<file path="config.mk">
export PLATFORM = sky130hd
export DESIGN_NAME = axis_frame_limit
export DESIGN_NICKNAME = d
export VERILOG_FILES = /design/src/rtl/axis_frame_limit.sv
export SDC_FILE = /design/constraint.sdc
export NUM_CORES = 1
export LEC_CHECK = 0
export BUFFER_PORTS_ARGS = -buffer_cell sky130_fd_sc_hd__buf_2
export CAP_MARGIN = 30
export CORE_ASPECT_RATIO = 2
export CORE_MARGIN = 1
export CORE_UTILIZATION = 29
export DETAILED_ROUTE_END_ITERATION = 10
export GPL_TIMING_DRIVEN = 0
export PLACE_DENSITY = 0.52
export SETUP_SLACK_MARGIN = 0.1
export SLEW_MARGIN = 20
export SYNTH_ARGS = -nofsm -noshare
export SYNTH_HDL_FRONTEND = slang
export SYNTH_SLANG_ARGS = --single-unit
export TNS_END_PERCENT = 5
</file>
<file path="constraint.sdc">
create_clock -name clk -period 3.1 [get_ports clk]
set_input_delay 0.62 -clock clk [delete_from_list [all_inputs] [get_ports clk]]
set_output_delay 0.62 -clock clk [all_outputs]
set_load 0.1 [all_outputs]
</file>
<file path="src/rtl/axis_frame_limit.sv">
// axis_frame_limit: enforces a run-time maximum AXI-Stream frame length, truncating oversize frames.
// Define AXIS_FRAME_LIMIT_STATUS_EN to implement status_frame_len / status_frame_len_valid.
module axis_frame_limit #(
    parameter int DATA_WIDTH = 8,
    parameter int KEEP_ENABLE = (DATA_WIDTH > 8),
    parameter int KEEP_WIDTH = DATA_WIDTH / 8,
    parameter int USER_WIDTH = 1,
    parameter int LEN_WIDTH = 16,
    parameter logic [USER_WIDTH-1:0] USER_BAD_FRAME_VALUE = 1'b1
) (
    input  logic                  clk,
    input  logic                  rst_n,
    input  logic [DATA_WIDTH-1:0] s_axis_tdata,
    input  logic [KEEP_WIDTH-1:0] s_axis_tkeep,
    input  logic                  s_axis_tvalid,
    output logic                  s_axis_tready,
    input  logic                  s_axis_tlast,
    input  logic [USER_WIDTH-1:0] s_axis_tuser,
    output logic [DATA_WIDTH-1:0] m_axis_tdata,
    output logic [KEEP_WIDTH-1:0] m_axis_tkeep,
    output logic                  m_axis_tvalid,
    input  logic                  m_axis_tready,
    output logic                  m_axis_tlast,
    output logic [USER_WIDTH-1:0] m_axis_tuser,
    input  logic [LEN_WIDTH-1:0]  length_max,
    output logic                  status_frame_truncated,
    output logic [LEN_WIDTH-1:0]  status_frame_len,
    output logic                  status_frame_len_valid
);
    typedef enum logic {PASS, DROP} state_t;
    state_t state_q, state_d;
    logic [LEN_WIDTH-1:0] cnt_q, cnt_d, lim_q, lim, sat;
    logic [LEN_WIDTH:0] bytes, sum;
    logic first_q, first_d, ready_q, ready_d, tready_q, tready_d;
    logic acc, fwd, over, in_last, trunc_q;
    logic [USER_WIDTH-1:0] in_user;
    logic m_valid_q, m_valid_d, sk_valid_q, sk_valid_d;
    logic store_out, store_skid, skid_to_out;
    logic [DATA_WIDTH-1:0] m_data_q, sk_data_q;
    logic [KEEP_WIDTH-1:0] m_keep_q, sk_keep_q;
    logic m_last_q, sk_last_q;
    logic [USER_WIDTH-1:0] m_user_q, sk_user_q;

    always_comb begin
        bytes = '0;
        for (int i = 0; i < KEEP_WIDTH; i++)
            bytes = bytes + ((KEEP_ENABLE != 0) ? (LEN_WIDTH+1)'(s_axis_tkeep[i]) : (LEN_WIDTH+1)'(1));
        sum = {1'b0, cnt_q} + bytes;
        sat = sum[LEN_WIDTH] ? '1 : sum[LEN_WIDTH-1:0];
        // the limit is sampled on a frame's first beat and held for the rest of it
        lim = first_q ? length_max : lim_q;
        acc = s_axis_tvalid && tready_q;
        fwd = acc && state_q == PASS;
        over = lim != '0 && sum > {1'b0, lim};
        in_last = s_axis_tlast || over;
        in_user = over ? USER_BAD_FRAME_VALUE : s_axis_tuser;
        state_d = (fwd && over && !s_axis_tlast) ? DROP : (acc && s_axis_tlast) ? PASS : state_q;
        cnt_d = (acc && s_axis_tlast) ? '0 : fwd ? sat : cnt_q;
        first_d = acc ? s_axis_tlast : first_q;
        m_valid_d = m_valid_q;
        sk_valid_d = sk_valid_q;
        store_out = 1'b0;
        store_skid = 1'b0;
        skid_to_out = 1'b0;
        if (ready_q) begin
            if (m_axis_tready || !m_valid_q) begin
                m_valid_d = fwd;
                store_out = 1'b1;
            end else begin
                sk_valid_d = fwd;
                store_skid = 1'b1;
            end
        end else if (m_axis_tready) begin
            m_valid_d = sk_valid_q;
            sk_valid_d = 1'b0;
            skid_to_out = 1'b1;
        end
        // raw tvalid keeps the skid-empty guarantee whenever ready_q is high
        ready_d = m_axis_tready || (!sk_valid_q && (!m_valid_q || !s_axis_tvalid));
        tready_d = ready_d || state_d == DROP;
    end

    always_ff @(posedge clk or negedge rst_n) begin
        if (!rst_n) begin
            state_q <= PASS;
            cnt_q <= '0;
            lim_q <= '0;
            first_q <= 1'b1;
            ready_q <= 1'b0;
            tready_q <= 1'b0;
            m_valid_q <= 1'b0;
            sk_valid_q <= 1'b0;
            trunc_q <= 1'b0;
        end else begin
            state_q <= state_d;
            cnt_q <= cnt_d;
            lim_q <= lim;
            first_q <= first_d;
            ready_q <= ready_d;
            tready_q <= tready_d;
            m_valid_q <= m_valid_d;
            sk_valid_q <= sk_valid_d;
            trunc_q <= fwd && over;
        end
    end

    always_ff @(posedge clk) begin
        if (store_out) begin
            m_data_q <= s_axis_tdata;
            m_keep_q <= s_axis_tkeep;
            m_last_q <= in_last;
            m_user_q <= in_user;
        end else if (skid_to_out) begin
            m_data_q <= sk_data_q;
            m_keep_q <= sk_keep_q;
            m_last_q <= sk_last_q;
            m_user_q <= sk_user_q;
        end
        if (store_skid) begin
            sk_data_q <= s_axis_tdata;
            sk_keep_q <= s_axis_tkeep;
            sk_last_q <= in_last;
            sk_user_q <= in_user;
        end
    end

`ifdef AXIS_FRAME_LIMIT_STATUS_EN
    logic [LEN_WIDTH-1:0] len_q;
    logic len_valid_q;
    always_ff @(posedge clk or negedge rst_n) begin
        if (!rst_n) begin
            len_q <= '0;
            len_valid_q <= 1'b0;
        end else begin
            len_valid_q <= fwd && in_last;
            if (fwd && in_last)
                len_q <= sat;
        end
    end
    assign status_frame_len = len_q;
    assign status_frame_len_valid = len_valid_q;
`else
    assign status_frame_len = '0;
    assign status_frame_len_valid = 1'b0;
`endif

    assign s_axis_tready = tready_q;
    assign m_axis_tdata = m_data_q;
    assign m_axis_tkeep = m_keep_q;
    assign m_axis_tvalid = m_valid_q;
    assign m_axis_tlast = m_last_q;
    assign m_axis_tuser = m_user_q;
    assign status_frame_truncated = trunc_q;
endmodule

</file>
==> metrics.csv <==
stage,metric,value,unit
run_status,status,"complete, no violations",
detailed_routing,remaining routing DRC violations,0,
finish,share of layout cells above drive strength 1,0.279,
timing,RSZ-0062 raised after global routing,true,
grt,Total GRT Usage,0.143,
synthesis,post-synthesis cell area,0.00328,sq mm
timing,Final Max Slew Viols,0,
power,power consumption,0.00358,W
timing,Slew HR,0.569,
synthesis,"area leader, netlist",dfrtp_1,
clocking,total CTS buffers,9,
synthesis,Yosys reg bits,61,
power,worst vdd ir,462,uV
setup_path,crit-path max FO,5,
detailed_routing,Final ANT Viol Nets,0,
run,MaxCap Viol Count,0,
finish,Area Overhead vs Synth,31.7,%
synthesis,Syn Area/Cell,10.1,sq um
die,Die ar.,0.0118,sq mm
grt,largest net degree at the start of global routing,40,
finish,diode count,0,
clocking,"Reg clk slew, reported paths",0.05,ns
grt,vias in the first global route,2579,
setup_path,worst reg2reg path depth,12,
die,Die X,77.2,um
timing,Slew @ Worst Pin,0.646,ns
place,Final HPWL DP,6170,um
synthesis,predominant post-synthesis flop cell,dfrtp_1,
timing,Tcrit/Tclk final,0.963,
clocking,CTS tree,done,
die,Die Ht,152,um
detailed_routing,via count,2526,
clocking,CTS Hold Bufs,0,
synthesis,Post-synth EDFFs,22,
detailed_routing,Iteration-0 DRC Markers,108,
timing,Final min period,2.98,ns
detailed_routing,vias per inst,4.61,
place,PortBufs,44,
finish,# nets final,451,
timing,final-report hold violation count,0,
timing,endpoints failing setup,0,
synthesis,Synth Instances,325,
synthesis,sequential area share after synthesis,0.500,
setup_path,Startpoint Class,register,
finish,multi-input logic area,0.00161,sq mm
clocking,CTS Root Cell,clkbuf_16,
die,IO Count,62,
grt,GRT overflow,0,
die,starting density of the core,0.299,
setup_path,crit path DAT,3.04,ns
finish,fin cells,548,
setup_path,CP required,3.16,ns
clocking,CTS H-tree depth,3,
timing,Clock Skews,0.00331,ns
grt,first-pass GRT wire length,12800,um
detailed_routing,final WL,7990,um
detailed_routing,drt pass-1 iters,4,
synthesis,Synth cell types,46,
clocking,Sink Count,61,
clocking,clk_lat worst skew,0.33,ns
synthesis,Yosys warning count,0,
finish,FF/Latch Area,0.00164,sq mm
place,placed cells,525,
synthesis,Post-synth ARST share,0.639,
detailed_routing,routed len/inst,14.6,um
timing,Max Freq,0.335,GHz
die,core area,0.0109,sq mm
finish,Fillers,1095,
place,GPL Wtd Cong,0.827,
grt,initial antenna violation count,0,
clocking,Max Root-Sink Buffers,2,
die,Site Rows,54,
setup_path,Worst Setup End Kind,register,
worst_hold_path,Worst Hold Class,in -> async,
setup_path,Crit Path Category,reg -> reg,
power,Leakage,2.08,nW
synthesis,Synth top area share,0.290,
power,PwrDens,830,mW/mm^2
synthesis,"top cells by area, synth","dfrtp_1 (29%), edfxtp_1 (20%), nand2_1 (7.1%)",
-- per-stage QoR --
stage                     cell area (sq um)   util  TNS (ns)  setup slack, ns  hold WS (ns)
after floorplan                        3340      -         0            0.200         0.324
after global placement                 3730  0.341     -2.93           -0.491         0.495
after detailed placement               3730  0.341     -2.82           -0.474         0.506
after CTS                              4210  0.385         0            0.102         0.448
after global routing                   4310  0.394    -0.101          -0.0494         0.227
final                                  4310  0.394         0            0.115         0.212
-- path summary, 6_finish.rpt --
kind,startpoint,end,slack (ns)
worst max-delay path,cnt_q[0],m_axis_tlast,0.12
worst min-delay path,rst_n,lim_q[4],0.21
worst max register to register,cnt_q[0],m_axis_tlast,0.12
worst min register to register,lim_q[15],lim_q[15],0.52
max in group asynchronous,rst_n,cnt_q[0],2.41
min in group clk,s_axis_tdata[0],sk_data_q[0],0.48
-- critical path, cell delays in order, from the launching register on --
cell and delay, ns:
dfrtp_2 0.45, buf_6 0.13, nand3_4 0.10, nor3_4 0.31
and3_4 0.26, xnor2_2 0.06, ha_1 0.31, nand3_2 0.09
or3_4 0.42, nor4_4 0.27, a21oi_4 0.12, nand2_1 0.12
a31oi_1 0.09
-- synthesized netlist by cell type, types with 2 or more instances --
library cell / n
a21o_1: 5
a21oi_1: 13
a21oi_2: 3
and2_1: 3
and3_1: 4
and4_1: 2
buf_2: 2
buf_4: 17
clkbuf_1: 5
dfrtp_1: 38
edfxtp_1: 22
ha_1: 17
inv_1: 23
mux2i_1: 16
nand2_1: 62
nand3_1: 7
nand4_1: 4
nor2_1: 13
nor2b_1: 2
nor3_1: 3
nor3_2: 2
nor4_1: 5
o21ai_0: 19
o21ai_1: 4
xnor2_1: 8
xor2_1: 6
-- layout by cell type (no fill, tap or decap), drive strengths merged, types with 8 or more instances in the layout --
master,netlist,final
a21oi,16,16
ha,17,17
edfxtp,22,22
nand2,62,62
nor2,13,13
mux2i,16,16
dfrtp,38,38
inv,23,23
nand3,8,8
buf,19,70
o21ai,23,23
clkbuf,5,15
xnor2,8,8
conb,1,17
-- cells by family after synthesis --
kind of cell | count (synthesis) | share of synthesized area
adder cells (fa/ha/maj) | 17 | 0.0649
XOR/XNOR | 14 | 0.0374
multiplexers | 17 | 0.0523
flip-flops | 61 | 0.500
AND/OR/NAND/NOR | 115 | 0.167
buffers and inverters | 47 | 0.0741
AO/OA/AOI/OAI | 53 | 0.103
other | 1 | 0.00114
-- flip-flops by register name (all words and copies together) (netlist names), 8 cells and up --
register,cells
cnt_q,16
lim_q,16
sk_data_q,8
m_axis_tdata,8
-- metal layers --
metal  track usage  vias up  part of all wire
met3        0.0299       19             0.037
li1              -     1249                 -
met4        0.0764        0             0.033
met1         0.127     1188              0.33
met5             0        -                 0
met2         0.286       70              0.60
-- where the power goes --
part	internal, W	total (W)	leakage [nW]	switching (W)
Sequential	0.00106	0.00116	0.700	0.000102
Combinational	0.000318	0.00128	1.22	0.000963
Clock	0.000784	0.00114	0.163	0.000353
-- layout make-up --
class,count,share of cell area
buffer,24,0.0392
clock buffer,10,0.0531
clock inverter,6,0.0258
inverter,23,0.0200
multi-input combinational,233,0.374
sequential,61,0.381
tap,140,0.0406
timing repair buffer,51,0.0670
-- what timing repair did --
item                                    in CTS  in global routing
buffers inserted                             6                  0
pin swaps                                    7                 11
resized for setup                           21                 14
endpoints found under the hold margin        0                  0
endpoints found under the setup margin       7                  7
Power figures use the tool's default switching activity.
